[config.mk]
export PLATFORM = sky130hd
export DESIGN_NAME = sad_buf_ctrl_flat
export DESIGN_NICKNAME = d
export VERILOG_FILES = /design/src/rtl/sad_buf_if.sv /design/src/rtl/sad_buf_ctrl.sv /design/src/flat_wrapper.sv
export SDC_FILE = /design/constraint.sdc
export NUM_CORES = 1
export LEC_CHECK = 0
export ABC_AREA = 1
export CAP_MARGIN = 0
export CELL_PAD_IN_SITES_DETAIL_PLACEMENT = 1
export CELL_PAD_IN_SITES_GLOBAL_PLACEMENT = 1
export CORE_ASPECT_RATIO = 1.1
export CORE_MARGIN = 4
export CORE_UTILIZATION = 28
export DETAILED_ROUTE_END_ITERATION = 16
export GPL_ROUTABILITY_DRIVEN = 0
export MAX_ROUTING_LAYER = met4
export PLACE_DENSITY = 0.86
export SLEW_MARGIN = 10
export SYNTH_ARGS = -nofsm -noshare
export SYNTH_HDL_FRONTEND = slang
export SYNTH_SLANG_ARGS = --single-unit
[constraint.sdc]
create_clock -name clk -period 1.3 [get_ports clk]
set_clock_uncertainty 0.05 [all_clocks]
set_input_delay 0.195 -clock clk [delete_from_list [all_inputs] [get_ports clk]]
set_output_delay 0.195 -clock clk [all_outputs]
set_load 0.005 [all_outputs]
[src/rtl/sad_buf_if.sv]
// Serial pixel stream between a pixel source and the SAD buffer controller.
// The source owns valid/data and the controller owns ready.
interface sad_buf_if #(
    parameter int WIDTH = 8
);
    logic             pix_valid;
    logic [WIDTH-1:0] pix_in;
    logic             pix_ready;

    modport master (
        output pix_valid,
        output pix_in,
        input  pix_ready
    );

    modport slave (
        input  pix_valid,
        input  pix_in,
        output pix_ready
    );
endinterface

[src/rtl/sad_buf_ctrl.sv]
// Loads one reference block and NUM_CAND candidate blocks into serial buffers
// and launches the SAD datapath once per candidate, reusing the reference buffer.
module sad_buf_ctrl #(
    parameter int WIDTH    = 8,
    parameter int BUF_SIZE = 80,
    parameter int CNT_W    = 7,
    parameter int NUM_CAND = 4,
    localparam int CAND_W  = (NUM_CAND > 1) ? $clog2(NUM_CAND) : 1
) (
    input  logic              clk,
    input  logic              rst,
    input  logic              start,
    sad_buf_if.slave          pix,
    input  logic              ref_full,
    input  logic              cand_full,
    output logic              ref_wr_en,
    output logic              cand_wr_en,
    output logic [WIDTH-1:0]  buf_data,
    output logic              ref_clr,
    output logic              cand_clr,
    output logic              sad_start,
    input  logic              sad_done,
    output logic [CAND_W-1:0] cand_idx,
    output logic              busy,
    output logic              done,
    output logic              err
);

    localparam logic [CNT_W-1:0]  BUF_CNT  = CNT_W'(BUF_SIZE);
    localparam logic [CAND_W-1:0] LAST_IDX = CAND_W'(NUM_CAND - 1);

    typedef enum logic [2:0] {
        IDLE      = 3'd0,
        CLR_ALL   = 3'd1,
        LOAD_REF  = 3'd2,
        LOAD_CAND = 3'd3,
        COMPUTE   = 3'd4,
        WAIT_SAD  = 3'd5,
        CLR_CAND  = 3'd6,
        FINISH    = 3'd7
    } state_t;

    state_t           state_r;
    logic [CNT_W-1:0] pix_cnt_r;
    logic             in_load_s;
    logic             cnt_full_s;
    logic             accept_s;

    // Ready/write strobes stay combinational so a pixel lands in the buffer the cycle it is offered.
    assign in_load_s     = (state_r == LOAD_REF) || (state_r == LOAD_CAND);
    assign cnt_full_s    = (pix_cnt_r >= BUF_CNT);
    assign pix.pix_ready = in_load_s && !cnt_full_s;
    assign accept_s      = pix.pix_valid && pix.pix_ready;
    assign ref_wr_en     = accept_s && (state_r == LOAD_REF);
    assign cand_wr_en    = accept_s && (state_r == LOAD_CAND);
    assign buf_data      = pix.pix_in;

    // Job sequencer: state, pixel/candidate counters and the registered control strobes.
    always_ff @(posedge clk) begin
        if (!rst) begin
            state_r   <= IDLE;
            pix_cnt_r <= {CNT_W{1'b0}};
            cand_idx  <= {CAND_W{1'b0}};
            sad_start <= 1'b0;
            done      <= 1'b0;
            busy      <= 1'b0;
            err       <= 1'b0;
            ref_clr   <= 1'b1;
            cand_clr  <= 1'b1;
        end else begin
            sad_start <= 1'b0;
            done      <= 1'b0;
            ref_clr   <= 1'b0;
            cand_clr  <= 1'b0;
            if (accept_s) begin
                pix_cnt_r <= pix_cnt_r + CNT_W'(1);
            end
            case (state_r)
                IDLE: begin
                    if (start) begin
                        state_r  <= CLR_ALL;
                        ref_clr  <= 1'b1;
                        cand_clr <= 1'b1;
                        busy     <= 1'b1;
                    end else begin
                        busy <= 1'b0;
                    end
                end
                CLR_ALL: begin
                    pix_cnt_r <= {CNT_W{1'b0}};
                    cand_idx  <= {CAND_W{1'b0}};
                    state_r   <= LOAD_REF;
                end
                LOAD_REF: begin
                    // A buffer that does not report full after exactly BUF_SIZE writes is flagged
                    // but the load keeps waiting for it rather than aborting the job.
                    if (cnt_full_s) begin
                        if (ref_full) begin
                            state_r   <= LOAD_CAND;
                            pix_cnt_r <= {CNT_W{1'b0}};
                        end else begin
                            err <= 1'b1;
                        end
                    end else if (ref_full) begin
                        err <= 1'b1;
                    end
                end
                LOAD_CAND: begin
                    if (cnt_full_s) begin
                        if (cand_full) begin
                            state_r   <= COMPUTE;
                            sad_start <= 1'b1;
                        end else begin
                            err <= 1'b1;
                        end
                    end else if (cand_full) begin
                        err <= 1'b1;
                    end
                end
                COMPUTE: begin
                    state_r <= WAIT_SAD;
                end
                WAIT_SAD: begin
                    if (sad_done) begin
                        if (cand_idx == LAST_IDX) begin
                            state_r <= FINISH;
                            done    <= 1'b1;
                        end else begin
                            state_r  <= CLR_CAND;
                            cand_clr <= 1'b1;
                        end
                    end
                end
                CLR_CAND: begin
                    pix_cnt_r <= {CNT_W{1'b0}};
                    cand_idx  <= cand_idx + CAND_W'(1);
                    state_r   <= LOAD_CAND;
                end
                FINISH: begin
                    state_r <= IDLE;
                    busy    <= 1'b0;
                end
                default: begin
                    state_r <= IDLE;
                    busy    <= 1'b0;
                end
            endcase
        end
    end

endmodule
[src/flat_wrapper.sv]
// flat-port wrapper written by rule: the top's interface ports become plain ports
module sad_buf_ctrl_flat 
#(
    parameter int WIDTH    = 8,
    parameter int BUF_SIZE = 80,
    parameter int CNT_W    = 7,
    parameter int NUM_CAND = 4,
    localparam int CAND_W  = (NUM_CAND > 1) ? $clog2(NUM_CAND) : 1
)
  (clk, rst, start, ref_full, cand_full, ref_wr_en, cand_wr_en, buf_data, ref_clr, cand_clr, sad_start, sad_done, cand_idx, busy, done, err, pix_pix_valid, pix_pix_in, pix_pix_ready);
  sad_buf_if #(.WIDTH(WIDTH)) pix_i ();
  input  logic clk;
  input  logic rst;
  input  logic start;
  input  logic ref_full;
  input  logic cand_full;
  output logic ref_wr_en;
  output logic cand_wr_en;
  output logic [WIDTH-1:0] buf_data;
  output logic ref_clr;
  output logic cand_clr;
  output logic sad_start;
  input  logic sad_done;
  output logic [CAND_W-1:0] cand_idx;
  output logic busy;
  output logic done;
  output logic err;
  input wire logic [$bits(pix_i.pix_valid)-1:0] pix_pix_valid;
  input wire logic [$bits(pix_i.pix_in)-1:0] pix_pix_in;
  output wire logic [$bits(pix_i.pix_ready)-1:0] pix_pix_ready;
  assign pix_i.pix_valid = pix_pix_valid;
  assign pix_i.pix_in = pix_pix_in;
  assign pix_pix_ready = pix_i.pix_ready;
  sad_buf_ctrl #(.WIDTH(WIDTH), .BUF_SIZE(BUF_SIZE), .CNT_W(CNT_W), .NUM_CAND(NUM_CAND)) u_core (.clk(clk), .rst(rst), .start(start), .pix(pix_i), .ref_full(ref_full), .cand_full(cand_full), .ref_wr_en(ref_wr_en), .cand_wr_en(cand_wr_en), .buf_data(buf_data), .ref_clr(ref_clr), .cand_clr(cand_clr), .sad_start(sad_start), .sad_done(sad_done), .cand_idx(cand_idx), .busy(busy), .done(done), .err(err));
endmodule
Word level (Yosys, flattened, before mapping):

Cells that the tools add are included.

* input bits: 15
* word-level logic and storage cells: 73
* register bits: 18

* magnitude comparators: 1
* reduce and logical (&&, ||, !) cells: 15
* $add $sub $neg: 2
* mux-type cells: 28
* eq/ne operators: 18

Operator list (count)
* 3-bit case mux with 8 select lines: 1
* 7-bit 2-to-1 mux: 3
* 3-bit 2-to-1 mux: 6
* 7-bit case mux with 2 select lines: 1
* 1-bit 2-to-1 mux: 13
* 3-bit == test, second input constant: 4
* 2-bit inequality test, second input constant: 4
* 7-bit by 1-bit adder with 7-bit output, second input constant: 1
* 7-bit >= comparator, second input constant: 1
* 3-bit by 2-bit == test with 1-bit output, second input constant: 2
* 3-bit by 2-bit inequality test with 1-bit output, second input constant: 2
* 3-bit inequality test, second input constant: 2
* 1-bit case mux with 2 select lines: 3
* 3-bit AND reduction: 2
* 6-bit AND reduction: 1
* 2-bit nonzero test: 3
* 5-bit AND reduction: 1
* 1-bit logical AND: 4
* 2-bit by 1-bit inequality test with 1-bit output, second input constant: 2
* 2-bit case mux with 2 select lines: 1
* 3-bit by 1-bit == test with 1-bit output, second input constant: 1
* 3-bit zero test: 1
* 2-bit by 1-bit adder with 2-bit output, second input constant: 1
* 2-bit == test, second input constant: 1
* 3 further kinds: 3

Longest topological paths before layout:

Gate-level depths: netlist (run 1).

* depth in word-level cells: 8
* mapped depth: 9
* gate-level depth less buffers: 9

Worst setup path before layout (run 1):

No wires, ideal clock.

* path type: reg-to-output
* from: reg u_core.state_r[0]
* to: out ref_wr_en
* buffers on the path: 0
* stages on the path, launching flop included: 8
* slack: -0.038 ns
* data arrival time: 1.093 ns
* data required time: 1.055 ns
* cells stage by stage: dfxtp_1 nor2_4 nand2_2 nand2_2 nand2_4 nor2_8 inv_1 nor2_1

* cells in the longest elaborated chain, start to end: 5
* elaborated cells between the ends (all ways): 6

RTL lines
* start, declared: line sad_buf_ctrl.sv:43 `state_t state_r;`
* start signal, assigned: line sad_buf_ctrl.sv:61 `state_r <= IDLE;`
* start signal, assigned: line sad_buf_ctrl.sv:81 `state_r <= CLR_ALL;`
* start signal, assigned: line sad_buf_ctrl.sv:92 `state_r <= LOAD_REF;`
* 3-bit by 2-bit == test with 1-bit output, on equally long branches: line sad_buf_ctrl.sv:50, sad_buf_ctrl.sv:54
* 1-bit logical OR: line sad_buf_ctrl.sv:50 `assign in_load_s = (state_r == LOAD_REF) || (state_r == LOAD_CAND);`
* 1-bit logical AND: line sad_buf_ctrl.sv:52 `assign pix.pix_ready = in_load_s && !cnt_full_s;`
* 1-bit logical AND: line sad_buf_ctrl.sv:53 `assign accept_s = pix.pix_valid && pix.pix_ready;`
* 1-bit logical AND *: line sad_buf_ctrl.sv:54 `assign ref_wr_en = accept_s && (state_r == LOAD_REF);`
* end, declared: line flat_wrapper.sv:17 `output logic ref_wr_en;`

Mark *: on every way between the ends. The rest lies on a longest branch, timed or not.

Final worst setup path (run 1):

* from: reg u_core.state_r[2]
* to: out ref_wr_en

The elaborated chain is that of the path after synthesis.

==> results_dict.tcl, run 1 <==
set metrics [dict create \
    multi_input_area_sq_um 619 \
    placedInstanceArea_sq_um 1450 \
    fmax_mhz 615 \
    root_buffer "clkbuf_8" \
    die_w_um 66.9 \
    reg2reg_from "u_core.state_r[2]" \
    numCtsBuffers 3 \
    area_delta_synth_final_pct 55.8 \
    num_rows 23 \
    cts.sinks 18 \
    ant_nets 0 \
    synth_top_area_cell "dfxtp_1" \
    routed_wl_um 3400 \
    ios 34 \
    grt_antenna_before_repair 0 \
    fin_crit_sh_pct 125 \
    totalPowerFinal_mw 2.81 \
    final_util_pct 45.6 \
    syn_inst 153 \
    yosys-top-cells-area "dfxtp_1, inv_1, nand2_1" \
    fin_ws_ns -0.325 \
    num_vias 1127 \
    synth_area_sq_um 1070 \
    critPathRequiredTime_ns 1.05 \
    worstSetupStartpointType "flop" \
    critPathKind "reg2out" \
    dieArea_sq_um 4870 \
    overflow 0 \
    dieHeight_um 72.8 \
    drc_errors 0 \
    drive_above_1_share_pct 41.2 \
    cts_tree "yes" \
    cp_max_fo 4 \
    first_pass_iters 4 \
    cts-htree-levels 1 \
    io_buffers 17 \
    ys.warnings.count 0 \
    setup_viol 13 \
    powerDensity_nw_per_um2 1690 \
    max-cap-violations 0 \
    cts-hold-fix-buffers 0 \
    status "complete, but fails checks" \
    coreArea_sq_um 3650 \
    holdWs_ns 0.340 \
    place_hpwl_um 2410 \
    relSlewSlack_pct 83.5 \
    slew_violations 0 \
    violations "setup timing" \
    synth_seq_cells 18 \
    ff_latch_area_sq_um 374 \
    clock_latency_ns 0.25 \
    grt_pass1_vias 1204 \
    drt_iter0_drc 21 \
    synth_cell_types 22 \
    tightest_slew_ns 0.247 \
    max-vdd-ir-drop_mv 0.833 \
    worstSetupEndpointType "output port" \
    whs_path_depth 0 \
    num-fill-cells 460 \
    seq_area_frac_synth_pct 33.7 \
    fin_nets 219 \
    detail_route.vias_per_cell 4.53 \
    num_antenna_cells 0 \
    grt_usage_pct 14.7 \
    cts_buffer_depth 2 \
    cp.arrival_ns 1.38 \
    synth_top_area_share_pct 33.7 \
    fin_crit_ns 1.63 \
    final_area_sq_um 1670 \
    hold_violations 0 \
    post_drt_wl_per_cell_um 13.6 \
    hold_class "in2out" \
    regToRegSetupSlack_ns -0.16 \
    syn_avg_cell_area_sq_um 6.99 \
    syn-num-nets 171 \
    cp-startpoint "u_core.state_r[2]" \
    grt_pass1_wl_um 5360 \
    hold_start "pix_pix_in[0]" \
    initial_utilization_pct 29.3 \
    grt_start_max_net_pins 10 \
    leakagePower_nw 0.814 \
    rsz0062_at_grt "yes" \
    clk_pin_slew_ns 0.07 \
    reg2regPathDepth 10 \
]
final cells by class:
type                            count  share of cell area (%)
Multi-Input combinational cell     98                    37.2
Inverter                           27                    6.83
Tap cell                           50                    3.75
Timing Repair Buffer               53                    27.3
Clock buffer                        3                    2.48
Sequential cell                    18                    22.4
cell usage in the layout (no fill, tap or decap), drive strengths merged:
master / n
a21oi: 7
o211ai: 2
clkdlybuf4s50: 6
nor2: 27
ha: 3
nand3: 16
clkbuf: 3
dlygate4sd2: 8
nor3: 1
nand2: 30
dfxtp: 18
nand4: 3
o21ai: 8
o21bai: 1
buf: 39
inv: 27
what timing repair did:
| action | 4_1_cts | 5_1_grt |
|---|---|---|
| resized for setup | 45 | 32 |
| pin swaps | 8 | 16 |
| setup buffers | 4 | 6 |
| setup endpoints to repair | 24 | 16 |
sequential cells by signal, indices dropped and copies added (netlist names):
| register | count |
|---|---|
| u_core.pix_cnt_r | 7 |
| u_core.state_r | 3 |
| u_core.cand_idx | 2 |
| u_core.busy | 1 |
| u_core.cand_clr | 1 |
| u_core.done | 1 |
| u_core.err | 1 |
| u_core.ref_clr | 1 |
| u_core.sad_start | 1 |
report_power, final:
group,internal [mW],switching [mW]
combinational,0.820,0.827
sequential,0.668,0.102
clock,0.206,0.188
total,1.69,1.12
path summary, 6_finish.rpt:
| path | to |
|---|---|
| setup / recovery | ref_wr_en |
| hold / removal | buf_data[0] |
| setup reg to reg | u_core.pix_cnt_r[4] |
| hold reg to reg | u_core.cand_idx[0] |
metal layers:
layer	share of wire (%)	routed length [um]	track usage, %
met1	40	1350	15.8
met2	55	1860	27.3
met3	3.1	106	1.39
met4	2.6	87	5.86
met5	0	0	-
cells by family after synthesis:
logic type	Yosys count	share of synthesized area, %
simple gates	77	35.4
flops	18	33.7
compound gates	18	10.5
buf+inv	37	16.8
fa+ha+maj	3	3.51
critical path, stage by stage, from the launching register on:
cell and delay, ns:
dfxtp_4 0.37, inv_2 0.09, nand3_2 0.12, nand2_4 0.12
nand2_4 0.08, nor2_8 0.10, inv_2 0.05, nor2_2 0.07
buf_2 0.11
cells in the mapped netlist, drive strengths merged:
master  count
nor3        1
buf         9
dfxtp      18
clkbuf      1
o21bai      1
inv        27
nand3      16
o211ai      2
a21oi       7
nand4       3
nand2      30
o21ai       8
ha          3
nor2       27
stage by stage:
step / TNS (ns) / setup WS (ns) / cells
after floorplan: -0.0153 / -0.0153 / 153
after detailed placement: -2.95 / -0.553 / 240
after global placement: -2.38 / -0.491 / 240
final: -1.89 / -0.325 / 249
after CTS: -1.51 / -0.335 / 246
after global routing: -3.13 / -0.415 / 249
No activity file was read; power rests on OpenSTA's default activity.
==> run 2: changes to the inputs <==
Settings changed: GPL_TIMING_DRIVEN set to 0, MAX_ROUTING_LAYER met4 to not set, RECOVER_POWER set to 100.
==> run 2 against run 1 <==
Final cell count is 2.0% higher. Flip-flop and latch count stayed put. Sequential power is 1% lower. The flow still finishes with violations (setup timing).
==> results_dict.tcl, run 2 (synthesis results as in run 1) <==
set metrics [dict create \
    status "complete, but fails checks" \
    violations "setup timing" \
    path_buf_inv 3 \
    initial_utilization_pct 29.3 \
    grt_pass1_wl_um 5750 \
    regMostFlops "u_core.pix_cnt_r" \
    final_util_pct 46.7 \
    seq_power_share_pct 27.1 \
    top_regs "u_core.pix_cnt_r (7), u_core.state_r (3), u_core.cand_idx (2)" \
    cp_max_fo 5 \
    area_delta_synth_final_pct 59.4 \
    critPathKind "reg2out" \
    rsz0062_at_grt "yes" \
    num_antenna_cells 0 \
    dpl_worst_slack_ns -0.717 \
    clock_latency_ns 0.26 \
    switchingPower_mw 1.15 \
    tightest_slew_ns 0.248 \
    dieHeight_um 72.8 \
    powerDensity_nw_per_um2 1650 \
    max-vdd-ir-drop_mv 0.977 \
    worstSetupStartpointType "flop" \
    cts_buffer_depth 2 \
    drive_above_1_share_pct 34.3 \
    num_rows 23 \
    mostFrequentLayoutCells "buf_4, inv_1, nand2_1, nor2_1, dfxtp_1" \
    leakagePower_nw 0.840 \
    first_pass_iters 4 \
    clk_pin_slew_ns 0.07 \
    critPathRequiredTime_ns 1.05 \
    fin_ws_ns -0.369 \
    drt_iter0_drc 20 \
    routed_wl_um 3860 \
    ios 34 \
    num_vias 1175 \
    layout_commonest_cell "buf_4" \
    placedInstanceArea_sq_um 1370 \
    ant_nets 0 \
    path_cells "nor2_4, nand2_4, nand2_4, nand2_4, nor2_8, buf_6, inv_4, nor2_2, buf_2" \
    totalPowerFinal_mw 2.81 \
    cts-hold-fix-buffers 0 \
    post_drt_wl_per_cell_um 15.2 \
    fmax_mhz 599 \
    grt_pass1_vias 1250 \
    coreArea_sq_um 3650 \
    fin_nets 223 \
    root_buffer "clkbuf_8" \
    use_met1_pct 15.5 \
    met2_usage_pct 31.1 \
    grt_usage_pct 15.7 \
    cts.sinks 18 \
    cts-htree-levels 1 \
    slowest_stage "dfxtp_4" \
    place_hpwl_um 2110 \
    hold_class "in2reg" \
    hold_violations 0 \
    overflow 0 \
    max-cap-violations 0 \
    slew_violations 0 \
    fin_crit_sh_pct 128 \
    cp.arrival_ns 1.42 \
    drc_errors 0 \
    setup_tns_ns -2.93 \
    critical_path.top_delay_family "simple AND/OR/NAND/NOR gates" \
    final_area_sq_um 1710 \
    cts_tree "yes" \
    relSlewSlack_pct 83.3 \
    dieArea_sq_um 4870 \
    critPathMaxStageDelay_ns 0.37 \
    numCtsBuffers 3 \
    use_met3_pct 4.16 \
    p_clk_share_pct 17.3 \
    top_usage_layer "met2" \
    p_int_mw 1.66 \
    worstSetupEndpointType "output port" \
    switching_share_pct 40.8 \
    cp_common_cell "nand2_4" \
    largest_register_ffs 7 \
    power_frac_comb_pct 55.6 \
    grt_start_max_net_pins 11 \
    setup_viol 16 \
    io_buffers 24 \
    fin_crit_ns 1.67 \
    die_w_um 66.9 \
    detail_route.vias_per_cell 4.63 \
    grt_antenna_before_repair 0 \
]
run 2: changes by cell type in the layout (fill, tap and decap cells not counted), sizes merged:
| cell | change |
|---|---|
| dlygate4sd3 | +8 |
| buf | -4 |
| clkbuf | +2 |
| clkdlybuf4s50 | -1 |
run 2: area by class of cell:
| type | instances | area, sq um |
|---|---|---|
| inverters | 27 | 106 |
| repair buffers | 47 | 407 |
| well taps | 50 | 62.6 |
| fillers | 479 | 1950 |
| flip-flops and latches | 18 | 372 |
| plain buffers | 10 | 78.8 |
| multi-input cells | 98 | 624 |
| clock buffers | 4 | 55.1 |
run 2: path summary, 6_finish.rpt:
| kind | from | to | slack [ns] | depth (start not counted) |
|---|---|---|---|---|
| hold reg to reg | u_core.cand_idx[0] | u_core.cand_idx[0] | 0.39 | 1 |
| setup reg to reg | u_core.state_r[1] | u_core.state_r[0] | -0.25 | 10 |
| hold / removal | rst | u_core.ref_clr | 0.15 | 2 |
| setup / recovery | u_core.state_r[2] | ref_wr_en | -0.37 | 9 |
run 2: routing by layer:
metal / up-vias / wire [um]
li1: 575 / -
met1: 550 / 1390
met2: 38 / 2190
met3: 12 / 169
met4: 0 / 104
met5: - / 0
run 2: power by group through the flow:
stage / registers, mW / clock network [mW] / logic, mW
after global routing: 0.771 / 0.520 / 1.71
after detailed placement: 0.760 / 0 / 0.950
final: 0.760 / 0.487 / 1.56
after floorplan: 0.745 / 0 / 0.643
after CTS: 0.750 / 0.495 / 1.39
after global placement: 0.758 / 0 / 0.922
run 2: repair_timing:
action	CTS	global route
gates resized for setup	50	12
endpoints found under the setup margin	21	16
pin swaps	10	11
buffers inserted	16	8
run 2: worst reg2reg max path, stage by stage, from the launching register on:
cell and delay [ns]:
dfxtp_2 0.32, clkbuf_8 0.15, buf_6 0.13, inv_1 0.19, nand3_4 0.13, nor2_1 0.16, nor2_1 0.10, nand3_2 0.08
nand2_1 0.05, inv_1 0.05, nor2_1 0.04
run 2: metrics by stage:
stage	std cells	hold WS, ns
floorplan	153	0.258
finish	254	0.154
global route	254	0.168
CTS	247	0.153
detailed placement	227	0.392
global placement	227	0.393
==> RTL edit (flow settings as in run 2) <==
`WIDTH` is set to 8 in 3 places; all go to 10.
--- a/src/rtl/sad_buf_if.sv
+++ b/src/rtl/sad_buf_if.sv
@@ -1,7 +1,7 @@
 // Serial pixel stream between a pixel source and the SAD buffer controller.
 // The source owns valid/data and the controller owns ready.
 interface sad_buf_if #(
-    parameter int WIDTH = 8
+    parameter int WIDTH = 10
 );
     logic             pix_valid;
     logic [WIDTH-1:0] pix_in;
--- a/src/rtl/sad_buf_ctrl.sv
+++ b/src/rtl/sad_buf_ctrl.sv
@@ -1,7 +1,7 @@
 // Loads one reference block and NUM_CAND candidate blocks into serial buffers
 // and launches the SAD datapath once per candidate, reusing the reference buffer.
 module sad_buf_ctrl #(
-    parameter int WIDTH    = 8,
+    parameter int WIDTH    = 10,
     parameter int BUF_SIZE = 80,
     parameter int CNT_W    = 7,
     parameter int NUM_CAND = 4,
--- a/src/flat_wrapper.sv
+++ b/src/flat_wrapper.sv
@@ -1,7 +1,7 @@
 // flat-port wrapper written by rule: the top's interface ports become plain ports
 module sad_buf_ctrl_flat 
 #(
-    parameter int WIDTH    = 8,
+    parameter int WIDTH    = 10,
     parameter int BUF_SIZE = 80,
     parameter int CNT_W    = 7,
     parameter int NUM_CAND = 4,
Interface: changed (resized buf_data and pix_pix_in); port bits go from 34 to 38. No check against the original RTL was run, so the function may have changed too.
==> RTL edit against run 2 <==
  * The run still ends with setup timing left
  * Register-to-register slack got worse by 0.14 ns
  * Synthesized area increased by 1.4%
  * Critical path depth increased by 3
  * Routed wire length decreased by 4.8%
  * Die area increased by 1.2%
  * Sequential cell count unchanged
  * Global-route usage decreased by 0.12 points
  * Setup slack got worse by 0.018 ns
  * Cell area increased by 2.6%
  * Sequential share of layout area decreased by 0.69 points
  * Total power increased by 2.7%
  * Critical path type is now reg -> reg
  * Largest cell class unchanged
  * Largest power group unchanged
==> RTL edit: results (changes against run 2) <==
Outcome
  • Outcome: finished, violations left
  • Failing checks: setup timing

Place
  • Number of instances in the placed design: 231 (+1.8%)
  • DP Wirelength: 2090 um (-1.1%)
  • Worst Setup Slack post-DPL: -0.680 ns (+0.0372 ns)
  • Port Buffers: 26 (+8.3%)

Routing
  • Via total after detailed routing: 1,167 (-0.68%)
  • Wire length after detailed routing: 3680 um (-4.8%)

Critical path
  • End point of the critical path: u_core.pix_cnt_r[1]
  • CP delay by family, top: buffers and inverters
  • Top fanout value on the critical path: 5 (unchanged)
  • Largest stage delay, worst path: 0.32 ns (-0.05 ns)
  • Critical path arrival: 1.80 ns (+0.38 ns)
  • Critical R2R Launch: u_core.state_r[1]
  • Slowest cell on the critical path: sky130_fd_sc_hd__dfxtp_2
  • Worst r2r path cells: 12 (+2)

Power and ir drop
  • Net switching fraction of the power: 0.400 (-0.00762)
  • Peak supply drop: 584 uV (-40%)
  • Leak pwr: 0.857 nW (+1.9%)

STA
  • Worst-case setup margin in the final layout: -0.388 ns (-0.0183 ns)
  • Transition time of the tightest slew-check pin: 0.279 ns (+0.0308 ns)
  • TNS Setup: -3.92 ns (-0.992 ns)
  • Final number of setup-violating endpoints: 16 (unchanged)

Layout
  • Count of placed standard cells in the final layout, fillers left out: 258 (+1.6%)
  • Proportion of layout cells with a drive suffix above 1: 0.375 (+0.0319)
  • Net count of the finished layout: 229 (+2.7%)

Logic synthesis
  • Mapped Nets: 175 (+2.3%)
  • Post-Syn Area per Cell: 7.00 sq um (about the same)
  • Fraction of the yosys area taken by sequential cells: 0.332 (-0.00466)
  • Top cell types by occurrence after synthesis: sky130_fd_sc_hd__inv_1 (27), sky130_fd_sc_hd__nand2_1 (26), sky130_fd_sc_hd__nor2_1 (24)
  • Top cells by area in the synthesized netlist: sky130_fd_sc_hd__dfxtp_1 (33%), sky130_fd_sc_hd__inv_1 (9.3%), sky130_fd_sc_hd__nand2_1 (9.0%)

Clock tree
  • Htree depth: 1 (unchanged)
  • CTS Buf Count: 3 (unchanged)

Global routing
  • First-pass GRT wire length: 5880 um (+2.3%)
  • Global routing usage summed across all routing layers: 0.156 (-0.00116)
  • Number of global-route vias before repair: 1,309 (+4.7%)
==> RTL edit: worst min-delay path by stage <==
stage                          start         endpoint  slack, ns  cells after the start
after global placement    u_core.err       u_core.err       0.39                      2
after floorplan             sad_done  u_core.cand_clr       0.26                      2
final                            rst   u_core.ref_clr       0.15                      2
after CTS                        rst   u_core.ref_clr       0.15                      2
after global routing             rst   u_core.ref_clr       0.17                      2
after detailed placement  u_core.err       u_core.err       0.39                      2
==> RTL edit: layer usage <==
metal	routed length, um	share of wire	GRT usage
met5	0	0	0
met4	70	0.019	0.0541
met3	97	0.026	0.0229
met2	2100	0.57	0.310
met1	1400	0.38	0.161
==> RTL edit: power groups by stage <==
stage          Clock (mW)  Combinational (mW)  Sequential, mW
2_1_floorplan           0               0.648           0.745
4_1_cts             0.491                1.39           0.753
6_report            0.487                1.64           0.763
3_3_place_gp            0               0.939           0.757
3_5_place_dp            0               0.952           0.761
5_1_grt             0.518                1.76           0.776
==> RTL edit: area by class of cell <==
cell class	count	area (sq um)	share of cell area
well taps	50	62.6	0.0358
multi-input cells	98	631	0.361
flip-flops and latches	18	369	0.211
inverters	27	104	0.0594
plain buffers	12	93.8	0.0536
clock buffers	4	55.1	0.0315
repair buffers	49	434	0.248
==> RTL edit: logic make-up (layout without fill, tap and decap cells) <==
logic type / Yosys count / after routing / share of synthesized area
AOI/OAI and AO/OA: 18 / 18 / 0.104
adders and majority gates: 3 / 3 / 0.0346
buffers and inverters: 39 / 92 / 0.180
DFF: 18 / 18 / 0.332
and+or+nand+nor: 77 / 77 / 0.349
==> RTL edit: repair_timing <==
item	4_1_cts	5_1_grt
buffers inserted	20	4
setup endpoints to repair	20	14
gates resized for setup	56	14
pin swaps	8	11
==> RTL edit: through the flow <==
stage | total power [mW] | hold WS [ns] | util | instance area, sq um
2_1_floorplan | 1.39 | 0.258 | - | 1080
3_3_place_gp | 1.70 | 0.393 | 0.382 | 1410
3_5_place_dp | 1.71 | 0.393 | 0.382 | 1410
4_1_cts | 2.63 | 0.153 | 0.457 | 1680
5_1_grt | 3.06 | 0.173 | 0.475 | 1750
6_report | 2.89 | 0.153 | 0.475 | 1750
